### config.mk
export PLATFORM = sky130hd
export DESIGN_NAME = nn_inference_sequencer
export DESIGN_NICKNAME = d
export VERILOG_FILES = /design/src/rtl/nn_pkg.sv /design/src/rtl/nn_mac2.sv /design/src/rtl/nn_inference_sequencer.sv
export SDC_FILE = /design/constraint.sdc
export NUM_CORES = 1
export LEC_CHECK = 0
export CORE_ASPECT_RATIO = 0.6
export CORE_MARGIN = 2
export CORE_UTILIZATION = 65
export CTS_CLUSTER_DIAMETER = 60
export CTS_CLUSTER_SIZE = 40
export DETAILED_ROUTE_END_ITERATION = 7
export DONT_BUFFER_PORTS = 1
export GPL_TIMING_DRIVEN = 0
export PLACE_DENSITY_LB_ADDON = 0.08
export SLEW_MARGIN = 20
export SYNTH_ARGS = -nofsm -noshare
export SYNTH_HDL_FRONTEND = slang
export SYNTH_SLANG_ARGS = --single-unit
### constraint.sdc
create_clock -name clk -period 8.3 [get_ports clk]
set_input_delay 1.245 -clock clk [delete_from_list [all_inputs] [get_ports clk]]
set_output_delay 1.245 -clock clk [all_outputs]
set_load 0.01 [all_outputs]
### src/rtl/nn_pkg.sv
// Shared types and sizing constants for the neural-network inference sequencer.
package nn_pkg;

    localparam int N_OUT       = 10;   // output neurons (result classes)
    localparam int WPN         = 392;  // weight words per neuron, two weights per word
    localparam int PIX_WORDS   = 196;  // pixel words per SRAM, four pixels per address
    localparam int ACC_W       = 36;   // signed accumulator width
    localparam int WEIGHT_BASE = 0;    // weight SRAM address of neuron 0, word 0

    localparam int K_W  = 9;           // word counter width (0..WPN)
    localparam int N_W  = 4;           // neuron counter width (0..N_OUT)
    localparam int WA_W = 12;          // weight SRAM address width
    localparam int PA_W = 10;          // pixel SRAM address width

    typedef enum logic [2:0] {
        IDLE,
        ISSUE,
        DRAIN,
        CMP,
        DONE
    } seq_state_t;

endpackage

### src/rtl/nn_mac2.sv
// Combinational two-term multiply-add: signed 16-bit weights times unsigned
// 8-bit pixels, summed and sign-extended to the accumulator width.
import nn_pkg::*;

module nn_mac2 (
    input  logic [15:0]      i_w_lo,
    input  logic [15:0]      i_w_hi,
    input  logic [7:0]       i_px_lo,
    input  logic [7:0]       i_px_hi,
    output logic [ACC_W-1:0] o_sum
);

    logic signed [24:0] w_p_lo;
    logic signed [24:0] w_p_hi;
    logic signed [25:0] w_sum;

    // Both operands are widened to 25 bits explicitly so the pixel stays
    // non-negative and the weight keeps its sign through the multiply.
    assign w_p_lo = $signed({{9{i_w_lo[15]}}, i_w_lo}) * $signed({17'b0, i_px_lo});
    assign w_p_hi = $signed({{9{i_w_hi[15]}}, i_w_hi}) * $signed({17'b0, i_px_hi});
    assign w_sum  = {w_p_lo[24], w_p_lo} + {w_p_hi[24], w_p_hi};
    assign o_sum  = {{(ACC_W-26){w_sum[25]}}, w_sum};

endmodule

### src/rtl/nn_inference_sequencer.sv
// Inference sequencer: owns the weight/pixel SRAMs while running, computes one
// 784-term dot product per output neuron and reports the argmax neuron.
import nn_pkg::*;

module nn_inference_sequencer (
    input  logic             clk,
    input  logic             reset_n,
    input  logic             start,
    input  logic             clear,
    output logic             busy,
    output logic             done,
    output logic [3:0]       result,
    output logic [ACC_W-1:0] max_score,
    output logic             r_enable,
    output logic [11:0]      weight_address,
    input  logic [31:0]      weight_value,
    output logic [9:0]       pixel_address,
    input  logic [15:0]      pixel_value1,
    input  logic [15:0]      pixel_value2
);

    localparam logic [K_W-1:0]  LAST_K    = K_W'(WPN - 1);
    localparam logic [N_W-1:0]  LAST_N    = N_W'(N_OUT - 1);
    localparam logic [WA_W-1:0] WPN_ADDR  = WA_W'(WPN);
    localparam logic [WA_W-1:0] BASE_ADDR = WA_W'(WEIGHT_BASE);
    localparam logic signed [ACC_W-1:0] ACC_MIN = {1'b1, {(ACC_W-1){1'b0}}};

    seq_state_t                r_state;
    seq_state_t                w_next_state;
    logic [K_W-1:0]            r_k;
    logic [N_W-1:0]            r_n;
    logic [WA_W-1:0]           r_wbase;
    logic signed [ACC_W-1:0]   r_acc;
    logic [3:0]                r_best;
    logic signed [ACC_W-1:0]   r_bestv;

    logic                      w_odd_word;
    logic [7:0]                w_px [2];
    logic signed [ACC_W-1:0]   w_product;
    logic                      w_acc_en;

    // The data on the SRAM outputs belongs to word k-1; its parity picks
    // which pixel SRAM supplies the pixel pair.
    assign w_odd_word = ~r_k[0];

    for (genvar gi = 0; gi < 2; gi++) begin : g_lane
        assign w_px[gi] = w_odd_word ? pixel_value2[gi*8 +: 8] : pixel_value1[gi*8 +: 8];
    end

    nn_mac2 u_mac (
        .i_w_lo  (weight_value[15:0]),
        .i_w_hi  (weight_value[31:16]),
        .i_px_lo (w_px[0]),
        .i_px_hi (w_px[1]),
        .o_sum   (w_product)
    );

    // Accumulate once read data is valid: every ISSUE cycle after the first,
    // plus the DRAIN cycle that collects the last word.
    assign w_acc_en = ((r_state == ISSUE) && (r_k != '0)) || (r_state == DRAIN);

    // State register.
    always_ff @(posedge clk or negedge reset_n) begin
        if (!reset_n) begin
            r_state <= IDLE;
        end else begin
            r_state <= w_next_state;
        end
    end

    // Next-state logic and state-decoded outputs; clear overrides everything.
    always_comb begin
        w_next_state   = r_state;
        busy           = 1'b0;
        done           = 1'b0;
        result         = '0;
        max_score      = '0;
        r_enable       = 1'b0;
        weight_address = '0;
        pixel_address  = '0;
        case (r_state)
            IDLE: begin
                if (start) w_next_state = ISSUE;
            end
            ISSUE: begin
                busy           = 1'b1;
                r_enable       = 1'b1;
                weight_address = r_wbase + {3'b0, r_k};
                pixel_address  = {2'b0, r_k[K_W-1:1]};
                if (r_k == LAST_K) w_next_state = DRAIN;
            end
            DRAIN: begin
                busy         = 1'b1;
                w_next_state = CMP;
            end
            CMP: begin
                busy         = 1'b1;
                w_next_state = (r_n == LAST_N) ? DONE : ISSUE;
            end
            DONE: begin
                done      = 1'b1;
                result    = r_best;
                max_score = r_bestv;
                if (start) w_next_state = ISSUE;
            end
            default: w_next_state = IDLE;
        endcase
        if (clear) w_next_state = IDLE;
    end

    // Counters, accumulator and running argmax.
    always_ff @(posedge clk or negedge reset_n) begin
        if (!reset_n) begin
            r_k     <= '0;
            r_n     <= '0;
            r_wbase <= BASE_ADDR;
            r_acc   <= '0;
            r_best  <= '0;
            r_bestv <= '0;
        end else if (clear) begin
            r_k     <= '0;
            r_n     <= '0;
            r_wbase <= BASE_ADDR;
            r_acc   <= '0;
            r_best  <= '0;
            r_bestv <= '0;
        end else begin
            case (r_state)
                IDLE, DONE: begin
                    if (start) begin
                        r_k     <= '0;
                        r_n     <= '0;
                        r_wbase <= BASE_ADDR;
                        r_acc   <= '0;
                        r_best  <= '0;
                        r_bestv <= ACC_MIN;
                    end
                end
                ISSUE: begin
                    r_k <= r_k + 1'b1;
                    if (w_acc_en) r_acc <= r_acc + w_product;
                end
                DRAIN: begin
                    r_acc <= r_acc + w_product;
                end
                CMP: begin
                    // Strict compare so an equal later score keeps the lower index.
                    if (r_acc > r_bestv) begin
                        r_bestv <= r_acc;
                        r_best  <= r_n;
                    end
                    r_acc   <= '0;
                    r_k     <= '0;
                    r_n     <= r_n + 1'b1;
                    r_wbase <= r_wbase + WPN_ADDR;
                end
                default: ;
            endcase
        end
    end

endmodule

# Word-level counts from Yosys, hierarchy flattened
# Cells that the tools add are included.
totals:
  ff_bits: 104
  in_bits: 68
  out_inout_bits: 65
  wordCells: 74
op_classes:
  n_addsub: 6
  mul: 2
  n_lt_le_gt_ge: 1
  eq_ne: 10
  n_mux: 34
  n_reduce_logical: 14
ops:
  columns: ["cell", "n"]
  rows:
  - ["$mux W36", 7]
  - ["$pmux W36 S4", 1]
  - ["$pmux W36 S2", 1]
  - ["$mul A16 B9 Y25", 2]
  - ["$add A36 B26 Y36", 1]
  - ["$gt A36 B36 Y1", 1]
  - ["$mux W12", 3]
  - ["$pmux W9 S3", 1]
  - ["$add A25 B25 Y26", 1]
  - ["$mux W8", 3]
  - ["$pmux W12 S2", 1]
  - ["$mux W4", 5]
  - ["$mux W9", 2]
  - ["$pmux W4 S2", 2]
  - ["$add A12 B9 Y12", 1]
  - ["$add A12 B9 Y12 const B", 1]
  - ["$mux W3", 4]
  - ["$pmux W3 S4", 1]
  - ["$add A9 B1 Y9 const B", 1]
  - ["$eq A9 B9 Y1 const B", 1]
  - ["$reduce_bool A9 Y1", 1]
  - ["$eq A3 B2 Y1 const B", 2]
  - ["$ne A3 B3 Y1 const B", 2]
  - ["$reduce_and A2 Y1", 3]
  - ["other kinds (16)", 19]

# Depth between registers and ports, before layout
logic_depth:
  ltp_word: 7
  mapped_depth: 25

# Modules after synthesis
# Synthesis repeated with hierarchy kept, for this count alone.
unflattened:
  hier_cells: 1934
  hier_area_um2: 17196.5
by_module_without_submodules:
  columns: ["mod", "n_inst", "cells_per_inst", "area_each_um2", "seq_area_each_um2"]
  rows:
  - ["nn_mac2", 1, 1098, 9683.0, 0.0]
  - ["nn_inference_sequencer", 1, 836, 7513.5, 2527.4]

# Worst setup path before layout
# No wires, ideal clock.
synth_path:
  path_kind: "input to register"
  from: "input port pixel_value1[2]"
  to: "register r_acc[33]"
  setup_time_ns: 0.096
  arrival_time_ns: 7.385
  path_slack_ns: 0.820
  stages: 22
  n_path_buf: 1
  cell_sequence: "mux2i_1 -> clkbuf_1 -> nand2b_1 -> fa_1 -> fa_1 -> inv_1 -> fa_1 -> fa_1 -> fa_1 -> inv_1 -> fa_1 -> inv_1 -> ha_1 -> a21o_1 -> nor2_1 -> o21ai_0 -> a221o_1 -> nor3b_1 -> a21oi_1 -> o41a_1 -> xnor2_1 -> o31ai_1"
synth_via:
  elab_chain_len: 7
synth_lines:
  columns: ["element", "line_no", "rtl"]
  rows:
  - ["from (decl)", "nn_inference_sequencer.sv:18", "input logic [15:0] pixel_value1,"]
  - ["$mux W8 *", "nn_inference_sequencer.sv:47", "assign w_px[gi] = w_odd_word ? pixel_value2[gi*8 +: 8] : pixel_value1[gi*8 +: 8];"]
  - ["$mul A16 B9 Y25 *", "nn_mac2.sv:19", "assign w_p_lo = $signed({{9{i_w_lo[15]}}, i_w_lo}) * $signed({17'b0, i_px_lo});"]
  - ["$add A25 B25 Y26 *", "nn_mac2.sv:21", "assign w_sum = {w_p_lo[24], w_p_lo} + {w_p_hi[24], w_p_hi};"]
  - ["$add A36 B26 Y36 *", "nn_inference_sequencer.sv:141, nn_inference_sequencer.sv:144", null]
  - ["$mux W36", "nn_inference_sequencer.sv:141", "if (w_acc_en) r_acc <= r_acc + w_product;"]
  - ["$pmux W36 S4 *", "nn_inference_sequencer.sv:128", "case (r_state)"]
  - ["$mux W36 *", "nn_inference_sequencer.sv:120", "end else if (clear) begin"]
  - ["to (signal assigned)", "nn_inference_sequencer.sv:141", null]
  - ["to (signal assigned)", "nn_inference_sequencer.sv:144", "r_acc <= r_acc + w_product;"]
  - ["to (decl)", "nn_inference_sequencer.sv:33", "logic signed [ACC_W-1:0] r_acc;"]
# Every way passes the cells marked *; elsewhere a longest branch is shown, timed or not. The select of a mux whose other input is x is not followed.
# A chain may end at the register's enable or synchronous reset.

# Worst setup path in the final report
layout_path:
  from: "register r_k[0]"
  to: "register r_acc[33]"
layout_via:
  elab_chain_len: 7
  word_cells_on_any_way: 14
  classes_between: "add/sub (2); mul (2); eq/ne (1); mux (5); reduce/logical (4)"
layout_lines:
  columns: ["element", "line_no", "rtl"]
  rows:
  - ["from (decl)", "nn_inference_sequencer.sv:30", "logic [K_W-1:0] r_k;"]
  - ["from (signal assigned)", "nn_inference_sequencer.sv:140", "r_k <= r_k + 1'b1;"]
  - ["$mux W8", "nn_inference_sequencer.sv:47", null]
  - ["$mul A16 B9 Y25 (on tied branches)", "nn_mac2.sv:19, nn_mac2.sv:20", null]
  - ["$add A25 B25 Y26", "nn_mac2.sv:21", null]
  - ["$add A36 B26 Y36", "nn_inference_sequencer.sv:141, nn_inference_sequencer.sv:144", null]
  - ["$mux W36", "nn_inference_sequencer.sv:141", null]
  - ["$pmux W36 S4", "nn_inference_sequencer.sv:128", null]
  - ["$mux W36", "nn_inference_sequencer.sv:120", null]
# Parallel ways exist; a longest one is shown, timed or not. The select of a mux whose other input is x is not followed.

==> out/results.ini <==
[yosys]
netlist_instances=1965
syn_area_mm2=0.0178
synth_simple_gate_area_share_pct=15.4
ys_ff_latch=101
synth_xor_area_share_pct=2.70
yosysUniqueCellTypes=65
synth_top_flop_cell=dfrtp_1
synth_edf_count=0
seq_area_frac_synth_pct=14.2
synth_mux_area_share_pct=1.09
synth_top_family_by_area=adder cells
synth_area_per_cell_um2=9.07
async_reset_ff_share_pct=100
ys_warn_count=0
synth_adder_area_share_pct=45.8
synth-compound-area-share_pct=9.22

[floorplanning]
die_y_um=132
core_mm2=0.0267
start_util_pct=66.7
io_pins=133
dieArea_mm2=0.0288
die_w_um=218
rows=46

[critical_path]
path_cells=buf_2, mux2i_4, clkbuf_2, nand2b_1, fa_1, fa_1, clkinvlp_4, fa_1, fa_1, fa_1, inv_1, fa_1, inv_1, ha_1, a21o_1, nor2_1, o21ai_0, a221o_1, nor3b_1, a21oi_1, o41a_1, xnor2_1, o31ai_1
endpoint_kind=flip-flop
critical_path.max_fanout=15
path_common_cell=fa_1
startpoint_type=flip-flop
max_stage_delay_ns=0.66
arrival_ns=8.16
crit_type=reg -> reg
slowest_stage=fa_1
crit_required_ns=8.57

[timing]
period_share_pct=95.0
setup_viol=0
finalCriticalPeriod_ns=7.89
rsz0062_at_grt=false
finalHoldViolCount=0
hold_ws_ns=0.537
worstMarginPinSlew_ns=0.997
skew_ns=0.0101
slew_violations=0
max_freq_ghz=0.127
max_slew_margin_pct=33.3
fin_tns_setup_ns=0

[cts]
cts.sinks=101
cts_buffers=9
htree_num_levels=3
root_buffer=clkbuf_16
cts_resized=6
cts_buffer_depth=2
clock_latency_ns=0.36
cts_setup_buffers=0
cts_hold_buf=0
clk_pin_slew_worst_paths_ns=0.08
cts_tree=yes

[place]
dp_hpwl_um=37100
gp_congestion=0.923
dp_cells=2326
placed_cell_area_mm2=0.0183
portBuffers=0

[finish]
finalNetCount=2508
antenna_cells=0
final_common_cell=inv_1
drive_above_1_share_pct=3.39
mostFrequentLayoutCells=475 x inv_1, 309 x fa_1, 177 x nand2_1
finish.instance_area_mm2=0.0186
area_growth_syn_to_layout_pct=4.56
layoutNonFillerInstCount=2338

[global_route]
met3_usage_pct=8.05
grt_util_met2_pct=45.1
antenna_found_initial=0
overflow=0
grtUsageMet1_pct=50.4
top_usage_layer=met1
grt_pass1_wl_um=71200
track_usage_pct=31.7
grt_pass1_vias=13300
grt_max_degree=102

[worst_hold_path]
hold_path_class=reg -> reg

[detailed_routing]
viasPerCell=5.65
final_antenna_net_count=0
dr.pass1.iters=5
num_vias=13200
drtIter0Drc=1097
route.detailed.drc=0
post_drt_wl_per_cell_um=18.2
wl_um=42700

[outcome]
outcome=finished clean

[run]
drv_cap=0

[sequential cells by signal (all words and copies together), names as in the netlist]
name and count:
r_n 4, r_acc 36, r_state 3, r_wbase 9
r_k 9, r_best 4, r_bestv 36
[worst max-delay path: cells and delay by family, from the launching register on]
kind	cells	cell delay [ns]
multiplexers	1	0.49
flip-flops	1	0.38
AND/OR/NAND/NOR	3	0.47
AO/OA/AOI/OAI	6	1.41
buffers and inverters	5	1.27
adder cells (fa/ha/maj)	7	3.60
XOR/XNOR	1	0.15
[synth_stat cells (4+ instances only)]
cell	number	share of area, %
and3_1	44	1.5
a22o_1	10	0.49
a21oi_1	44	1.2
or3_1	4	0.14
nand3_1	49	1.4
mux2i_1	7	0.39
o21ai_0	53	1.5
nand2b_1	7	0.25
xor2_1	18	0.88
nand2_1	177	3.7
o21bai_1	5	0.21
a31oi_1	4	0.14
fa_1	309	35
a21o_1	39	1.6
nor2b_1	113	4.0
buf_2	9	0.25
and2_1	56	2.0
nand4_1	17	0.60
nor3_1	5	0.14
nand3b_1	6	0.25
mux2_2	9	0.57
clkbuf_1	49	1.0
o21a_1	6	0.25
ha_1	158	11
inv_1	477	10
nor2_1	48	1.0
o31ai_1	47	2.0
or2_2	4	0.14
dfrtp_1	101	14
xnor2_1	37	1.8
[layer usage]
layer | share of wire [%] | wire (um)
met5 | 0 | 0
met3 | 9.7 | 4150
met2 | 43 | 18500
met4 | 0.46 | 196
met1 | 46 | 19800
[through the flow]
stage	utilization, %	setup slack (ns)
4_1_cts	69.6	0.119
3_5_place_dp	68.4	-0.419
5_1_grt	69.8	0.0313
6_report	69.8	0.414
2_1_floorplan	-	0.820
3_3_place_gp	68.4	-0.273
[cell type report]
cell class	instances	area (um2)
fillers	2183	8080
clock inverters	7	56.3
plain buffers	60	250
flip-flops and latches	101	2530
clock buffers	9	225
well taps	360	450
multi-input cells	1323	13300
inverters	478	1800
[path summary, 6_finish.rpt]
path,start,endpoint,slack [ns],cells after the start
setup / recovery,r_k[0],r_acc[33],0.41,23
hold / removal,r_best[0],r_best[0],0.54,2
setup reg to reg,r_k[0],r_acc[33],0.41,23
hold reg to reg,r_best[0],r_best[0],0.54,2
max in group asynchronous,reset_n,r_acc[0],7.52,0
min in group asynchronous,reset_n,r_acc[31],0.57,0
[kinds of logic (layout without fill, tap and decap cells)]
family / count (synthesis) / count (layout)
flops: 101 / 101
compound gates: 244 / 244
simple gates: 538 / 538
fa+ha+maj: 467 / 467
other cells: 1 / 2
xor+xnor: 55 / 55
mux: 17 / 17
buf+inv: 542 / 554
Power is not shown: default switching activity piles up to over one toggle a cycle in this logic, so the estimate is an artifact.
